## src/rtl/debounce_pkg.sv

```systemverilog
// Shared types and defaults for the clkB-domain debounce stage.
package debounce_pkg;

    typedef enum logic [1:0] {
        IDLE_LOW  = 2'd0,
        CHK_HIGH  = 2'd1,
        IDLE_HIGH = 2'd2,
        CHK_LOW   = 2'd3
    } db_state_t;

    localparam int unsigned DEF_STABLE_CYCLES = 16;
    localparam int unsigned DEF_EV_W          = 8;
    localparam int unsigned DEF_GL_W          = 8;

    function automatic int unsigned cnt_width(input int unsigned n);
        return $clog2(n);
    endfunction

endpackage

```

## src/rtl/debounce_edge.sv

```systemverilog
// Debounces an already-synchronized level, emits one-cycle rise/fall pulses,
// and keeps a wrapping edge counter and a saturating glitch counter.
module debounce_edge
    import debounce_pkg::*;
#(
    parameter int unsigned STABLE_CYCLES = DEF_STABLE_CYCLES,
    parameter int unsigned EV_W          = DEF_EV_W,
    parameter int unsigned GL_W          = DEF_GL_W
) (
    input  logic            clkB,
    input  logic            rst_clkB,
    input  logic            SignalIn_clkB,
    input  logic            cnt_clr,
    output logic            level_out_clkB,
    output logic            rise_clkB,
    output logic            fall_clkB,
    output logic [EV_W-1:0] edge_cnt,
    output logic [GL_W-1:0] glitch_cnt
);

    localparam int unsigned      CNT_W    = cnt_width(STABLE_CYCLES);
    localparam logic [CNT_W-1:0] CNT_LAST = CNT_W'(STABLE_CYCLES - 1);

    if (STABLE_CYCLES < 2) begin : g_bad_param
        $error("debounce_edge: STABLE_CYCLES must be at least 2");
    end

    db_state_t        state_q, state_d;
    logic [CNT_W-1:0] cnt_q, cnt_d;
    logic             level_q, level_d;
    logic             rise_q, rise_d;
    logic             fall_q, fall_d;
    logic [EV_W-1:0]  edge_q, edge_d;
    logic [GL_W-1:0]  glitch_q, glitch_d;
    logic             edge_inc;
    logic             glitch_inc;

    always_comb begin
        state_d    = state_q;
        cnt_d      = cnt_q;
        level_d    = level_q;
        rise_d     = 1'b0;
        fall_d     = 1'b0;
        edge_inc   = 1'b0;
        glitch_inc = 1'b0;

        case (state_q)
            IDLE_LOW: begin
                if (SignalIn_clkB) begin
                    state_d = CHK_HIGH;
                    cnt_d   = CNT_W'(1);
                end else begin
                    cnt_d = '0;
                end
            end
            CHK_HIGH: begin
                if (!SignalIn_clkB) begin
                    state_d    = IDLE_LOW;
                    cnt_d      = '0;
                    glitch_inc = 1'b1;
                end else if (cnt_q == CNT_LAST) begin
                    state_d  = IDLE_HIGH;
                    cnt_d    = '0;
                    level_d  = 1'b1;
                    rise_d   = 1'b1;
                    edge_inc = 1'b1;
                end else begin
                    cnt_d = cnt_q + CNT_W'(1);
                end
            end
            IDLE_HIGH: begin
                if (!SignalIn_clkB) begin
                    state_d = CHK_LOW;
                    cnt_d   = CNT_W'(1);
                end else begin
                    cnt_d = '0;
                end
            end
            CHK_LOW: begin
                if (SignalIn_clkB) begin
                    state_d    = IDLE_HIGH;
                    cnt_d      = '0;
                    glitch_inc = 1'b1;
                end else if (cnt_q == CNT_LAST) begin
                    state_d  = IDLE_LOW;
                    cnt_d    = '0;
                    level_d  = 1'b0;
                    fall_d   = 1'b1;
                    edge_inc = 1'b1;
                end else begin
                    cnt_d = cnt_q + CNT_W'(1);
                end
            end
            default: begin
                state_d = IDLE_LOW;
                cnt_d   = '0;
            end
        endcase
    end

    // A clear in the same cycle as an increment wins; that increment is dropped.
    always_comb begin
        edge_d   = edge_q;
        glitch_d = glitch_q;
        if (cnt_clr) begin
            edge_d   = '0;
            glitch_d = '0;
        end else begin
            if (edge_inc) begin
                edge_d = edge_q + EV_W'(1);
            end
            if (glitch_inc && (glitch_q != '1)) begin
                glitch_d = glitch_q + GL_W'(1);
            end
        end
    end

    always_ff @(posedge clkB) begin
        if (rst_clkB) begin
            state_q  <= IDLE_LOW;
            cnt_q    <= '0;
            level_q  <= 1'b0;
            rise_q   <= 1'b0;
            fall_q   <= 1'b0;
            edge_q   <= '0;
            glitch_q <= '0;
        end else begin
            state_q  <= state_d;
            cnt_q    <= cnt_d;
            level_q  <= level_d;
            rise_q   <= rise_d;
            fall_q   <= fall_d;
            edge_q   <= edge_d;
            glitch_q <= glitch_d;
        end
    end

    assign level_out_clkB = level_q;
    assign rise_clkB      = rise_q;
    assign fall_clkB      = fall_q;
    assign edge_cnt       = edge_q;
    assign glitch_cnt     = glitch_q;

endmodule

```

## config.mk

```make
export PLATFORM = sky130hd
export DESIGN_NAME = debounce_edge
export DESIGN_NICKNAME = d
export VERILOG_FILES = /design/src/rtl/debounce_pkg.sv /design/src/rtl/debounce_edge.sv
export SDC_FILE = /design/constraint.sdc
export NUM_CORES = 1
export LEC_CHECK = 0
export CAP_MARGIN = 25
export CORE_MARGIN = 10
export CORE_UTILIZATION = 35
export CTS_CLUSTER_DIAMETER = 80
export CTS_CLUSTER_SIZE = 14
export DETAILED_ROUTE_END_ITERATION = 7
export GPL_TIMING_DRIVEN = 0
export SLEW_MARGIN = 20
export SYNTH_ARGS = -nofsm -noshare
export SYNTH_HDL_FRONTEND = slang
export SYNTH_SLANG_ARGS = --single-unit
```

## constraint.sdc

```tcl
create_clock -name clkB -period 1.6 [get_ports clkB]
set_clock_uncertainty 0.1 [all_clocks]
set_input_delay 0.16 -clock clkB [delete_from_list [all_inputs] [get_ports clkB]]
set_output_delay 0.16 -clock clkB [all_outputs]
set_load 0.01 [all_outputs]
```

## Word level (Yosys, flattened, before mapping)

Cells that the tools add are included.

| word-level totals | value |
|---|---|
| register bits | 25 |
| input port bits | 4 |
| output and inout port bits | 19 |

| cells by class | value |
|---|---|
| add/sub/neg operators | 3 |
| equal/unequal tests | 13 |
| muxes and demuxes | 25 |
| bitwise logic cells | 2 |
| reductions and logical operators | 8 |

Operators by type and width:

| operator | number |
|---|---|
| $add A8 B1 Y8 const B | 2 |
| $pmux W4 S4 | 1 |
| $mux W2 | 6 |
| $mux W4 | 3 |
| $ne A2 B2 Y1 const B | 6 |
| $mux W1 | 11 |
| $ne A8 B8 Y1 const B | 1 |
| $pmux W2 S4 | 1 |
| $ne A3 B3 Y1 const B | 2 |
| $pmux W1 S2 | 3 |
| $reduce_or A2 Y1 | 3 |
| $reduce_and A5 Y1 | 1 |
| $add A4 B1 Y4 const B | 1 |
| $eq A2 B2 Y1 const B | 2 |
| $eq A4 B4 Y1 const B | 1 |
| $reduce_and A4 Y1 | 1 |
| $eq A2 B1 Y1 const B | 1 |
| $logic_not A2 Y1 | 1 |
| $not A1 Y1 | 2 |
| $reduce_bool A2 Y1 | 1 |
| $logic_and A1 B1 Y1 | 1 |

## Logic depth before layout (Yosys ltp)

| depth | value |
|---|---|
| depth after elaboration | 4 |
| gate-level depth with buffers | 6 |
| mapped depth without buffers | 5 |

## Least setup slack after synthesis

OpenSTA, ideal clock, no wires.

| path | value |
|---|---|
| kind | reg-to-reg |
| start | register glitch_q[0], in the netlist glitch_cnt[0] |
| end | register glitch_q[6], in the netlist glitch_cnt[6] |
| setup time | 70 ps |
| arrival | 1402 ps |
| setup slack | 28 ps |
| cell stages (with the launch flop) | 6 |
| clock period less this slack | 1572 ps |
| path through | dfxtp_1 > ha_1 > nand3_1 > o211ai_4 > or4_1 > a21oi_1 |

| on the way | value |
|---|---|
| word-level cells in the longest chain between the ends | 2 |
| elaborated cells on any way between the ends | 3 |

Ends and longest elaborated chain:

| item | RTL line | RTL |
|---|---|---|
| from (decl) | debounce_edge.sv:34 | `logic [GL_W-1:0] glitch_q, glitch_d;` |
| from (signal assigned) | debounce_edge.sv:134 | `glitch_q <= glitch_d;` |
| branches (longest 2 deep; another with $add A8 B1 Y8) | -- |  |

Several ways; the timed one is not identified.
A chain may end at the register's enable or synchronous reset.

## Final worst setup path

| path | value |
|---|---|
| start | register glitch_q[2], in the netlist glitch_cnt[2] |
| end | output glitch_cnt[2] |

RTL lines:

| item | RTL line | RTL |
|---|---|---|
| to (decl) | debounce_edge.sv:18 | `output logic [GL_W-1:0] glitch_cnt` |

No word-level cell between the ends.

==> qor.txt <==
synthesis-stage register bit count -> 25
Ports -> 23
Layout Utilization -> 0.526
drt drc -> 0
GRT Util Overall -> 0.0860
largest stage delay on the critical path -> 560 ps
first-pass GRT wire length -> 4400 microns
Ant. Diodes -> 0
final slew viol count -> 0
GRT overflow -> 0
YS warnings -> 0
layout cells sized above 1 -> 0.318
Die H -> 77.6 microns
Syn Area/Cell -> 9.77 sq um
drt initial violations -> 44
period utilization -> 0.983
Worst Setup End Kind -> primary output
Critical Path AT -> 1310 ps
crit path max-delay cell type -> clkdlybuf4s50_1
starting density of the core -> 0.372
placed insts -> 184
Post-synth EDFFs -> 0
IO buf count -> 21
Critical Path Fanout Max -> 6
non-filler cells, final -> 198
TritonCTS clock tree -> built
die extent in x -> 77.6 microns
CTS max path bufs -> 2
startpoint types -> flop
Die Area -> 6030 sq um
critical path startpoint -> glitch_cnt[2]
Max-cap violations -> 0
Area Growth Syn to Fin -> 41.6%
sequential fraction of the synthesis area -> 0.431
final setup vio count -> 0
GPL Wtd Cong -> 0.779
RSZ-0062 raised after global routing -> yes
Pwr per Cell Area -> 603 nW/um^2
worst skew pair latency -> 320 ps
share of the synthesized area in the top cell type -> 0.431
routed vias/inst -> 4.95
Design Power -> 992 uW
Fin. Hold Viols -> 0
syn nets -> 126
cell family with most CP delay -> buffers and inverters
initial antenna violation count -> 0
WL final -> 2680 microns
Root Buffer -> clkbuf_4
Placed Area -> 1430 sq um
fillcell total -> 273
count of cell types in the netlist -> 39
top-count cell post-synth -> dfxtp_1
clk sinks -> 25
Core Region -> 3130 sq um
Syn Inst Count -> 119
Mapped Area -> 1160 sq um
WL per Instance -> 13.5 microns
CP Data Required Time -> 1340 ps
peak supply drop -> 0.332 mV
vias in the first global route -> 921
status -> complete, no violations
Rel. slew slack -> 0.686
Sequential Area -> 527 sq um
Setup Crit Path Kind -> flop to primary output
actual slew at the worst max-slew pin -> 471 ps
fraction of registers with async set/reset -> 0
H-Tree Depth -> 1
top cells by area, synth -> dfxtp_1 43%, nor2_1 4.8%, xnor2_1 4.5%
nets@finish -> 162
Synth top cells by count -> 25 x dfxtp_1, 15 x nor2_1, 9 x a21oi_1
Synth Flop Type -> dfxtp_1
Via Count -> 980
Clk pin slew, worst setup/hold paths -> 150 ps
final instance area -> 1650 sq um
FMAX -> 636 MHz
Synth area leader -> dfxtp_1
CTS Buf Count -> 3
multi-input logic area -> 704 sq um
dpl ws -> -445 ps
worst setup margin -> 27.5 ps
HP Start -> rst_clkB
largest net degree at the start of global routing -> 16
Buf/Inv on CP -> 1
static leakage -> 0.547 nW
Final Critical Period -> 1570 ps
Worst Hold Class -> primary input to flop
Row Count -> 20
crit path cell chain -> clkdlybuf4s50_1
DRT Pass-1 Iters -> 4
HPWL after DPL -> 1910 microns
Post-DRT Antenna Nets -> 0
repair_timing:
action / CTS / global route
hold buffers: 3 / 0
setup buffers: 3 / 4
endpoints found under the hold margin: 1 / 0
pin swaps: 4 / 5
gates resized for setup: 19 / 16
endpoints found under the setup margin: 22 / 17
metrics by stage:
step | hold slack, ps | setup TNS (ps)
detailed placement | 378 | -4720
floorplan | 131 | 0
global route | 23.1 | -190
finish | 20.8 | 0
CTS | 0.517 | -4.93
global placement | 357 | -4060
final cells by class:
| class | instances | share of cell area |
|---|---|---|
| Inverter | 1 | 0.00228 |
| Sequential cell | 25 | 0.320 |
| Clock buffer | 3 | 0.0137 |
| Tap cell | 44 | 0.0335 |
| Clock inverter | 1 | 0.00456 |
| Buffer | 5 | 0.0190 |
| Timing Repair Buffer | 31 | 0.179 |
| Multi-Input combinational cell | 88 | 0.428 |
state kept, by name (all words and copies together), names as in the netlist, named ones only:
register and cells:
rise_clkB 1, fall_clkB 1, state_q 1, edge_cnt 8
cnt_q 4, level_out_clkB 1, glitch_cnt 8
worst paths after layout:
path,end,slack [ps],depth (start not counted)
setup / recovery,glitch_cnt[2],30,1
hold reg to reg,edge_cnt[7],410,2
setup reg to reg,glitch_cnt[6],40,4
hold / removal,fall_clkB,20,2
where the power goes:
part	internal (mW)	leakage (nW)	switching, mW
combinational	0.0317	0.322	0.0348
sequential	0.624	0.211	0.00717
clock	0.0955	0.0139	0.199
total	0.751	0.547	0.241
cell usage in the layout (no fill, tap or decap), drive strengths merged:
cell,Yosys,routed
o31ai,1,1
o2111ai,2,2
a211oi,1,1
o21ai,6,6
dfxtp,25,25
xor2,4,4
clkinvlp,0,1
o211ai,1,1
xnor2,7,7
mux2i,1,1
nand4b,2,2
clkbuf,2,5
nor4b,3,3
o311ai,1,1
buf,3,10
dlygate4sd3,0,3
o41ai,1,1
nor4,1,1
a21oi,9,9
nor3,2,2
nor3b,1,1
nand4,3,3
clkdlybuf4s50,0,19
dlymetal6s2s,0,1
inv,1,1
ha,3,3
or2,1,1
nand3,5,5
nor2,15,15
or4,1,1
dlygate4sd2,0,1
o21a,1,1
a31o,1,1
and4,2,2
and3,2,2
nand2,7,7
or3,4,4
metal layers:
layer  vias to the layer above  GRT usage  share of wire
li1                        507          -              -
met1                       456      0.104           0.45
met2                        15      0.138           0.49
met3                         2     0.0288          0.054
met4                         0     0.0328         0.0071
met5                         -          0              0
logic make-up after synthesis:
group / after synthesis / share of synthesized area
mux: 1 / 0.00861
buf+inv: 6 / 0.0280
xor+xnor: 11 / 0.0990
simple gates: 49 / 0.256
compound gates: 24 / 0.145
flops: 25 / 0.431
fa+ha+maj: 3 / 0.0323
No activity file was read; power rests on OpenSTA's default activity.
